**src/rtl/c432_pattern_loader_if.sv**
```systemverilog
// Serial-in and response handshake bundle between the pattern loader and its host.
interface c432_pattern_loader_if #(
  parameter int unsigned N_PO = 7
) ();
  logic            sin_valid;
  logic            sin_data;
  logic            sin_ready;
  logic            resp_valid;
  logic            resp_ready;
  logic [N_PO-1:0] resp_data;

  // Host side: streams input bits, consumes responses
  modport master (
    output sin_valid, sin_data, resp_ready,
    input  sin_ready, resp_valid, resp_data
  );

  // Loader side
  modport slave (
    input  sin_valid, sin_data, resp_ready,
    output sin_ready, resp_valid, resp_data
  );
endinterface

```
**src/rtl/c432_pattern_loader.sv**
```systemverilog
// c432 stimulus/response front end: serial vector load, parallel apply,
// settle, capture, handshake out, MISR signature and pattern count.
module c432_pattern_loader #(
  parameter int unsigned N_PI          = 36,
  parameter int unsigned N_PO          = 7,
  parameter int unsigned SETTLE_CYCLES = 2
) (
  input  logic                    clk,
  input  logic                    rst,
  c432_pattern_loader_if.slave    bus,
  output logic [N_PI-1:0]         o_pi_vec,
  input  logic [N_PO-1:0]         i_po_vec,
  input  logic                    i_sig_clr,
  output logic [15:0]             o_signature,
  output logic [15:0]             o_pat_count
);

  localparam int unsigned CNT_W = $clog2(N_PI);
  localparam int unsigned SET_W = 8;
  localparam int unsigned SIG_W = 16;
  localparam logic [SIG_W-1:0] MISR_POLY = 16'h1021;
  localparam logic [SIG_W-1:0] CNT_MAX   = 16'hFFFF;

  typedef enum logic [1:0] {
    S_SHIFT   = 2'd0,
    S_APPLY   = 2'd1,
    S_CAPTURE = 2'd2,
    S_RESP    = 2'd3
  } state_t;

  state_t             r_state;
  state_t             w_state_nxt;
  logic [CNT_W-1:0]   r_bitcnt;
  logic [N_PI-2:0]    r_shift;
  logic [N_PI-1:0]    r_pi_vec;
  logic [SET_W-1:0]   r_settle;
  logic [N_PO-1:0]    r_resp_data;
  logic [SIG_W-1:0]   r_sig;
  logic [SIG_W-1:0]   r_cnt;

  logic               w_accept;
  logic               w_last_bit;
  logic               w_settled;
  logic               w_resp_take;
  logic [SIG_W-1:0]   w_sig_nxt;

  assign w_accept    = (r_state == S_SHIFT) && bus.sin_valid;
  assign w_last_bit  = (r_bitcnt == CNT_W'(N_PI - 1));
  assign w_settled   = (r_settle <= SET_W'(1));
  assign w_resp_take = (r_state == S_RESP) && bus.resp_ready;
  assign w_sig_nxt   = {r_sig[SIG_W-2:0], 1'b0}
                     ^ (r_sig[SIG_W-1] ? MISR_POLY : '0)
                     ^ SIG_W'(i_po_vec);

  // State register
  always_ff @(posedge clk or posedge rst) begin
    if (rst) r_state <= S_SHIFT;
    else     r_state <= w_state_nxt;
  end

  // Next-state and handshake decode
  always_comb begin
    w_state_nxt    = r_state;
    bus.sin_ready  = 1'b0;
    bus.resp_valid = 1'b0;
    unique case (r_state)
      S_SHIFT: begin
        bus.sin_ready = 1'b1;
        if (w_accept && w_last_bit) w_state_nxt = S_APPLY;
      end
      S_APPLY: begin
        if (w_settled) w_state_nxt = S_CAPTURE;
      end
      S_CAPTURE: begin
        w_state_nxt = S_RESP;
      end
      S_RESP: begin
        bus.resp_valid = 1'b1;
        if (w_resp_take) w_state_nxt = S_SHIFT;
      end
      default: w_state_nxt = S_SHIFT;
    endcase
  end

  // Serial assembly; the applied vector only changes on the final bit
  always_ff @(posedge clk or posedge rst) begin
    if (rst) begin
      r_bitcnt <= '0;
      r_shift  <= '0;
      r_pi_vec <= '0;
      r_settle <= '0;
    end else if (w_accept) begin
      if (w_last_bit) begin
        r_pi_vec <= {bus.sin_data, r_shift};
        r_bitcnt <= '0;
        r_settle <= SET_W'(SETTLE_CYCLES);
      end else begin
        r_shift[r_bitcnt] <= bus.sin_data;
        r_bitcnt          <= r_bitcnt + CNT_W'(1);
      end
    end else if (r_state == S_APPLY) begin
      r_settle <= r_settle - SET_W'(1);
    end
  end

  // Response capture
  always_ff @(posedge clk or posedge rst) begin
    if (rst)                       r_resp_data <= '0;
    else if (r_state == S_CAPTURE) r_resp_data <= i_po_vec;
  end

  // Signature and pattern count; a clear overrides a coincident capture
  always_ff @(posedge clk or posedge rst) begin
    if (rst) begin
      r_sig <= '0;
      r_cnt <= '0;
    end else if (i_sig_clr) begin
      r_sig <= '0;
      r_cnt <= '0;
    end else if (r_state == S_CAPTURE) begin
      r_sig <= w_sig_nxt;
      if (r_cnt != CNT_MAX) r_cnt <= r_cnt + SIG_W'(1);
    end
  end

  assign bus.resp_data = r_resp_data;
  assign o_pi_vec      = r_pi_vec;
  assign o_signature   = r_sig;
  assign o_pat_count   = r_cnt;

endmodule

```
**src/flat_wrapper.sv**
```systemverilog
// flat-port wrapper written by rule: the top's interface ports become plain ports
module c432_pattern_loader_flat 
#(
  parameter int unsigned N_PI          = 36,
  parameter int unsigned N_PO          = 7,
  parameter int unsigned SETTLE_CYCLES = 2
)
  (clk, rst, o_pi_vec, i_po_vec, i_sig_clr, o_signature, o_pat_count, bus_sin_valid, bus_sin_data, bus_resp_ready, bus_sin_ready, bus_resp_valid, bus_resp_data);
  c432_pattern_loader_if #(.N_PO(N_PO)) bus_i ();
  input  logic clk;
  input  logic rst;
  output logic [N_PI-1:0] o_pi_vec;
  input  logic [N_PO-1:0] i_po_vec;
  input  logic i_sig_clr;
  output logic [15:0] o_signature;
  output logic [15:0] o_pat_count;
  input wire logic [$bits(bus_i.sin_valid)-1:0] bus_sin_valid;
  input wire logic [$bits(bus_i.sin_data)-1:0] bus_sin_data;
  input wire logic [$bits(bus_i.resp_ready)-1:0] bus_resp_ready;
  output wire logic [$bits(bus_i.sin_ready)-1:0] bus_sin_ready;
  output wire logic [$bits(bus_i.resp_valid)-1:0] bus_resp_valid;
  output wire logic [$bits(bus_i.resp_data)-1:0] bus_resp_data;
  assign bus_i.sin_valid = bus_sin_valid;
  assign bus_i.sin_data = bus_sin_data;
  assign bus_i.resp_ready = bus_resp_ready;
  assign bus_sin_ready = bus_i.sin_ready;
  assign bus_resp_valid = bus_i.resp_valid;
  assign bus_resp_data = bus_i.resp_data;
  c432_pattern_loader #(.N_PI(N_PI), .N_PO(N_PO), .SETTLE_CYCLES(SETTLE_CYCLES)) u_core (.clk(clk), .rst(rst), .bus(bus_i), .o_pi_vec(o_pi_vec), .i_po_vec(i_po_vec), .i_sig_clr(i_sig_clr), .o_signature(o_signature), .o_pat_count(o_pat_count));
endmodule
```
**config.mk**
```make
export PLATFORM = sky130hd
export DESIGN_NAME = c432_pattern_loader_flat
export DESIGN_NICKNAME = d
export VERILOG_FILES = /design/src/rtl/c432_pattern_loader_if.sv /design/src/rtl/c432_pattern_loader.sv /design/src/flat_wrapper.sv
export SDC_FILE = /design/constraint.sdc
export NUM_CORES = 1
export LEC_CHECK = 0
export ABC_AREA = 0
export BUFFER_PORTS_ARGS = -buffer_cell sky130_fd_sc_hd__buf_2
export CORE_MARGIN = 2
export CORE_UTILIZATION = 36
export CTS_BUF_LIST = sky130_fd_sc_hd__clkbuf_2 sky130_fd_sc_hd__clkbuf_4 sky130_fd_sc_hd__clkbuf_8
export DETAILED_ROUTE_END_ITERATION = 12
export PLACE_DENSITY = 0.62
export SYNTH_ARGS = -nofsm -noshare
export SYNTH_HDL_FRONTEND = slang
export SYNTH_SLANG_ARGS = --single-unit
```
**constraint.sdc**
```tcl
create_clock -name clk -period 5.5 [get_ports clk]
set_input_delay 1.65 -clock clk [delete_from_list [all_inputs] [get_ports clk]]
set_output_delay 1.65 -clock clk [all_outputs]
set_load 0.005 [all_outputs]
```
# Word level (Yosys, flattened, before mapping)
# Cells that the tools add are included.
[op_classes]
reduce_logical = 13
n_addsub = 3
n_lt_le_gt_ge = 3
bitwise_logic = 3
mul = 0
shifts = 0
div = 0
eq_ne = 9
muxes = 19
[ops]
columns = ["cell", "n"]
rows = [
  ["$mux W16", 5],
  ["$bwmux W35", 1],
  ["$mux W8", 3],
  ["$add A16 B1 Y16 const B", 1],
  ["$ne A16 B16 Y1 const B", 1],
  ["$xor A16 B16 Y16", 1],
  ["$xor A16 B7 Y16", 1],
  ["$mux W13", 1],
  ["$le A8 B1 Y1 const B", 1],
  ["$pmux W2 S4", 1],
  ["$reduce_and A2 Y1", 4],
  ["$sub A8 B1 Y8 const B", 1],
  ["$lt A6 B7 Y1 const B", 1],
  ["$add A6 B1 Y6 const B", 1],
  ["$demux W1 S6", 1],
  ["$eq A6 B6 Y1 const B", 1],
  ["$ge A6 B1 Y1 const B", 1],
  ["$mux W2", 3],
  ["$mux W6", 1],
  ["$reduce_bool A2 Y1", 3],
  ["$eq A2 B2 Y1 const B", 2],
  ["$logic_and A1 B1 Y1", 4],
  ["$ne A2 B1 Y1 const B", 2],
  ["$ne A2 B2 Y1 const B", 2],
  ["5 further kinds", 7],
]
[totals]
n_memories = 0
romBits = 0
latch_bits = 0
ramBits = 0
ff_bits = 126
output_inout_bits = 77

# Longest topological paths before layout
[logic_depth]
word_depth = 5
mapped_depth = 8
depth_no_buf = 6

# Least setup slack after synthesis
# OpenSTA, ideal clock, no wires.
[synth_timing]
path_type = "input to register"
start = "input bus_sin_valid"
end = "register u_core.r_settle[7]"
n_path_buf = 0
arrival_time_ps = 2595
required_ps = 5360
setup_time_ps = 140
path_slack_ps = 2765
stages = 4
cell_sequence = "a21boi_1 -> nand4b_1 -> o311ai_0 -> o41ai_1"
[synth_via]
elab_chain_cells = 3
word_cells_on_any_way = 5
cone_classes = "eq/ne (1); mux (1); reduce/logical (3)"
[synth_rtl]
columns = ["element", "line_no", "rtl"]
rows = [
  ["from (decl)", "flat_wrapper.sv:17", "input wire logic [$bits(bus_i.sin_valid)-1:0] bus_sin_valid;"],
  ["$logic_and A1 B1 Y1 (*)", "c432_pattern_loader.sv:47", "assign w_accept = (r_state == S_SHIFT) && bus.sin_valid;"],
  ["$ne A2 B2 Y1 (no line) or $reduce_bool A2 Y1 (tied branches)", "-", ""],
  ["$reduce_and A2 Y1 (no line)", "-", ""],
  ["to (signal assigned)", "c432_pattern_loader.sv:96", "r_settle <= SET_W'(SETTLE_CYCLES);"],
  ["to (signal assigned)", "c432_pattern_loader.sv:102", "r_settle <= r_settle - SET_W'(1);"],
  ["to (decl)", "c432_pattern_loader.sv:36", "logic [SET_W-1:0] r_settle;"],
]
# Mark *: on every way between the ends. The rest lies on a longest branch, timed or not.
# A chain may end at the register's enable or synchronous reset.

# Worst setup path after layout
[layout_timing]
start = "register u_core.r_state[0]"
end = "output bus_sin_ready"
[layout_via]
elab_chain_cells = 2
[layout_rtl]
columns = ["element", "line_no", "rtl"]
rows = [
  ["from (decl)", "c432_pattern_loader.sv:31", "state_t r_state;"],
  ["from (signal assigned)", "c432_pattern_loader.sv:58", "else r_state <= w_state_nxt;"],
  ["$logic_not A2 Y1", "c432_pattern_loader.sv:66", "unique case (r_state)"],
  ["$mux W1", "c432_pattern_loader.sv:66", ""],
  ["to (decl)", "flat_wrapper.sv:20", "output wire logic [$bits(bus_i.sin_ready)-1:0] bus_sin_ready;"],
]
# No other way between the ends.

==> key figures <==
Worst setup path
  – Worst EP arrival: 1.48 ns
  – Worst reg2reg path depth: 6
  – WS Path Type: flop to output pin
  – Crit-path cells: inv_1 > ha_1 > buf_2
  – Worst Setup SP: u_core.r_state[0]
  – Critical Path Start Type: flop
  – CP max-delay cell: dfrtp_1
  – Critical path capture point: bus_sin_ready
  – CP Capture Type: output pin
  – RR Startpoint: u_core.r_state[0]
  – Slowest cell delay on critical path: 0.41 ns
  – WP buf/inv: 2
  – Critical path fanouts, max: 8
  – Reg2Reg Capture Point: u_core.o_pat_count[15]
  – Kind of cell adding the most delay to the critical path: flip-flops
  – Req. time, crit path: around 3.9 ns
  – R2r setup slk: approximately 2.9 ns
  – Instance count on the critical path: 3

Cells and area
  – Fill cells: around 1,500
  – Layout cell share with drive strength beyond 1: between 20 and 30%
  – Nets: 650
  – Most common library cell in the layout ignoring fill and taps: nand2_1
  – Most frequent cells in the layout: 133 x nand2_1, 126 x dfrtp_1, 89 x buf_2, 59 x nor2_1, 43 x mux2_2
  – Number of diodes: 0
  – Layout Area Growth over Synthesis: 18.0%

Power
  – Tot Pwr: 0.00258 W
  – Worst VDD drop: approximately 0.19 mV
  – LEAKAGE: ~3.4 nW
  – PwrDens: approximately 400 nW/um2
  – Sw Ratio: 32.4%
  – P_int: between 0.0015 and 0.002 W
  – Sw power: between 0.0008 and 0.0009 W
  – Comb pwr share: 24.0%
  – Sequential power share: 46.6%
  – Clock share of power: 29.4%

Synthesis
  – Mapped Cells: about 540
  – Net count after synthesis: ~560
  – Number of flops mapped to enable cells by yosys: 0
  – Mapped Area: around 5600 um2
  – Register area share after synthesis: 56.0%
  – Post-synthesis async set-or-reset flop share: 100%
  – Top FF cell, synth: dfrtp_1
  – Area leader, netlist: dfrtp_1
  – Syn Area/Cell: about 10 um2
  – Top cells by area, synth: dfrtp_1 56%, nand2_1 8.9%, mux2_2 8.6%, nor2_1 3.9%, xnor2_1 2.3%
  – Netlist cell types: 50
  – Yosys reg bits: ~130
  – Post-synth top area share: 56.0%
  – Synth Warn #: 0

Routing
  – Detailed Route WL: 12.2 mm
  – Vias post-DR: a little over 4,000
  – Metal2 WL: approximately 5.7 mm
  – DRC viols: 0
  – ANT nets after route: 0
  – WL/cell: ~14 um
  – DR top layer: met4
  – M1 wire length: 5.75 mm
  – First-pass detailed-route iteration total: 6
  – Vias/cell: just under 5
  – Met3 Wirelength: about 480 um
  – Drt initial violations: about 270

Global route
  – Pin count of the biggest net entering global routing: 64
  – Aggregate global routing overflow: 0
  – GRT Util Overall: roughly 16%
  – Vias in the first global route: 4,105
  – Antenna violations before repair: 0
  – Global-route wire length before repair: 20.5 mm

Clocking
  – Root buf cell: clkbuf_8
  – Postcts setup bufs: 0
  – H-tree level count: 4
  – CTS tree: yes
  – TritonCTS buffer count: 17
  – Clk pin slew, worst setup/hold paths: around 0.070 ns
  – Max Root-Sink Buffers: 2
  – CTS-repair resized insts: 0
  – Clock Latency Late Sink: between 0.4 and 0.5 ns
  – CTS Hold Buffers Added: 0
  – Clk sinks: approximately 130

Floorplanning
  – Core Area: about 15,000 um2
  – DIE AREA: about 17,000 um2
  – Initial core utilization: about 37%
  – Die Width: between 100 and 150 um
  – Cell Rows: 45
  – I/O pin count: 90
  – Die height: ~130 um

Timing
  – Final Hold Vio Count: 0
  – Final TNS setup: 0 ns
  – Clock Skew: approximately 0.012 ns
  – Highest clock rate: approximately 320 MHz
  – Setup Viol. Count Final: 0
  – Minimum clock period: approximately 3.1 ns
  – RSZ-0062 raised after global routing: false
  – Final Max Tran Viols: 0
  – Worst-margin pin slew: 0.996 ns
  – Period utilisation layout: 56.9%
  – Slew HR: 33.2%

Placement
  – IO buf count: 89
  – GPL Wtd Cong: around 0.8
  – Detailed placement HPWL: roughly 8.4 mm

Min path
  – WHS Path Cells: 2
  – Hold Crit Class: flop to flop

Job
  – Max-Cap Viols: 0

Status
  – Status: completed
==> tightest hold or removal path, cell delays in order (launching register included) <==
cell	delay [ns]
dfrtp_1	0.34
nand2_1	0.05
nand2_1	0.05
==> worst min path at each step <==
stage	from	slack [ns]	endpoint
global placement	u_core.r_shift[26]	0.44	u_core.o_pi_vec[26]
floorplan	u_core.r_shift[12]	0.43	u_core.o_pi_vec[12]
global route	u_core.r_shift[2]	0.50	u_core.o_pi_vec[2]
finish	u_core.o_pi_vec[30]	0.47	u_core.o_pi_vec[30]
CTS	u_core.o_pi_vec[17]	0.48	u_core.o_pi_vec[17]
detailed placement	u_core.o_pi_vec[17]	0.46	u_core.o_pi_vec[17]
==> power groups by stage <==
stage / registers [W] / logic (W) / clock network, W
global route: 0.00123 / 0.000701 / 0.000822
CTS: 0.00120 / 0.000629 / 0.000782
global placement: 0.00121 / 0.000601 / 0
detailed placement: 0.00122 / 0.000629 / 0
finish: 0.00120 / 0.000621 / 0.000758
floorplan: 0.00119 / 0.000463 / 0
==> through the flow <==
step	instance area (um2)	hold slack, ns	utilization (%)	setup slack (ns)	instances
finish	6640	0.470	43.5	2.37	853
floorplan	5630	0.433	-	0.494	543
global placement	6260	0.440	41.0	2.23	821
global route	6640	0.501	43.5	2.28	853
detailed placement	6260	0.457	41.0	2.15	821
CTS	6640	0.476	43.5	2.33	853
==> registers in the layout (all words and copies together) (netlist names) <==
register / count
u_core.bus.resp_data: 7
u_core.o_pat_count: 16
u_core.o_pi_vec: 36
u_core.o_signature: 16
u_core.r_bitcnt: 6
u_core.r_settle: 8
u_core.r_shift: 35
u_core.r_state: 2
==> metal layers <==
layer	track usage, %	up-vias
li1	-	2006
met3	3.95	16
met2	23.4	94
met4	7.35	0
met1	21.8	2029
met5	0	-
==> area by class of cell <==
type / instances / area (um2) / area share, %
Clock buffer: 20 / 263 / 3.96
Clock inverter: 12 / 115 / 1.73
Timing Repair Buffer: 93 / 475 / 7.16
Tap cell: 211 / 264 / 3.98
Inverter: 11 / 43.8 / 0.660
Multi-Input combinational cell: 380 / 2320 / 35.0
Sequential cell: 126 / 3150 / 47.5
==> cell usage after synthesis, types with 5 or more instances <==
master,count
dfrtp_1,126
nand3_1,15
xnor2_1,15
nor3_1,7
nor2b_1,5
a211oi_1,8
o21ai_0,17
nor2_1,59
inv_1,11
nand2_1,133
mux2i_1,11
ha_1,8
nor4_1,6
clkbuf_1,17
mux2_2,43
==> cell families after synthesis <==
kind of cell               share of synthesized area [%]
AOI/OAI and AO/OA                                   6.14
xor gates and xnor gates                            2.65
buffers and inverters                               2.78
DFF                                                 56.0
and+or+nand+nor                                     19.8
adders and majority gates                           1.78
muxes                                               10.8
(Power assumes the default switching activity.)
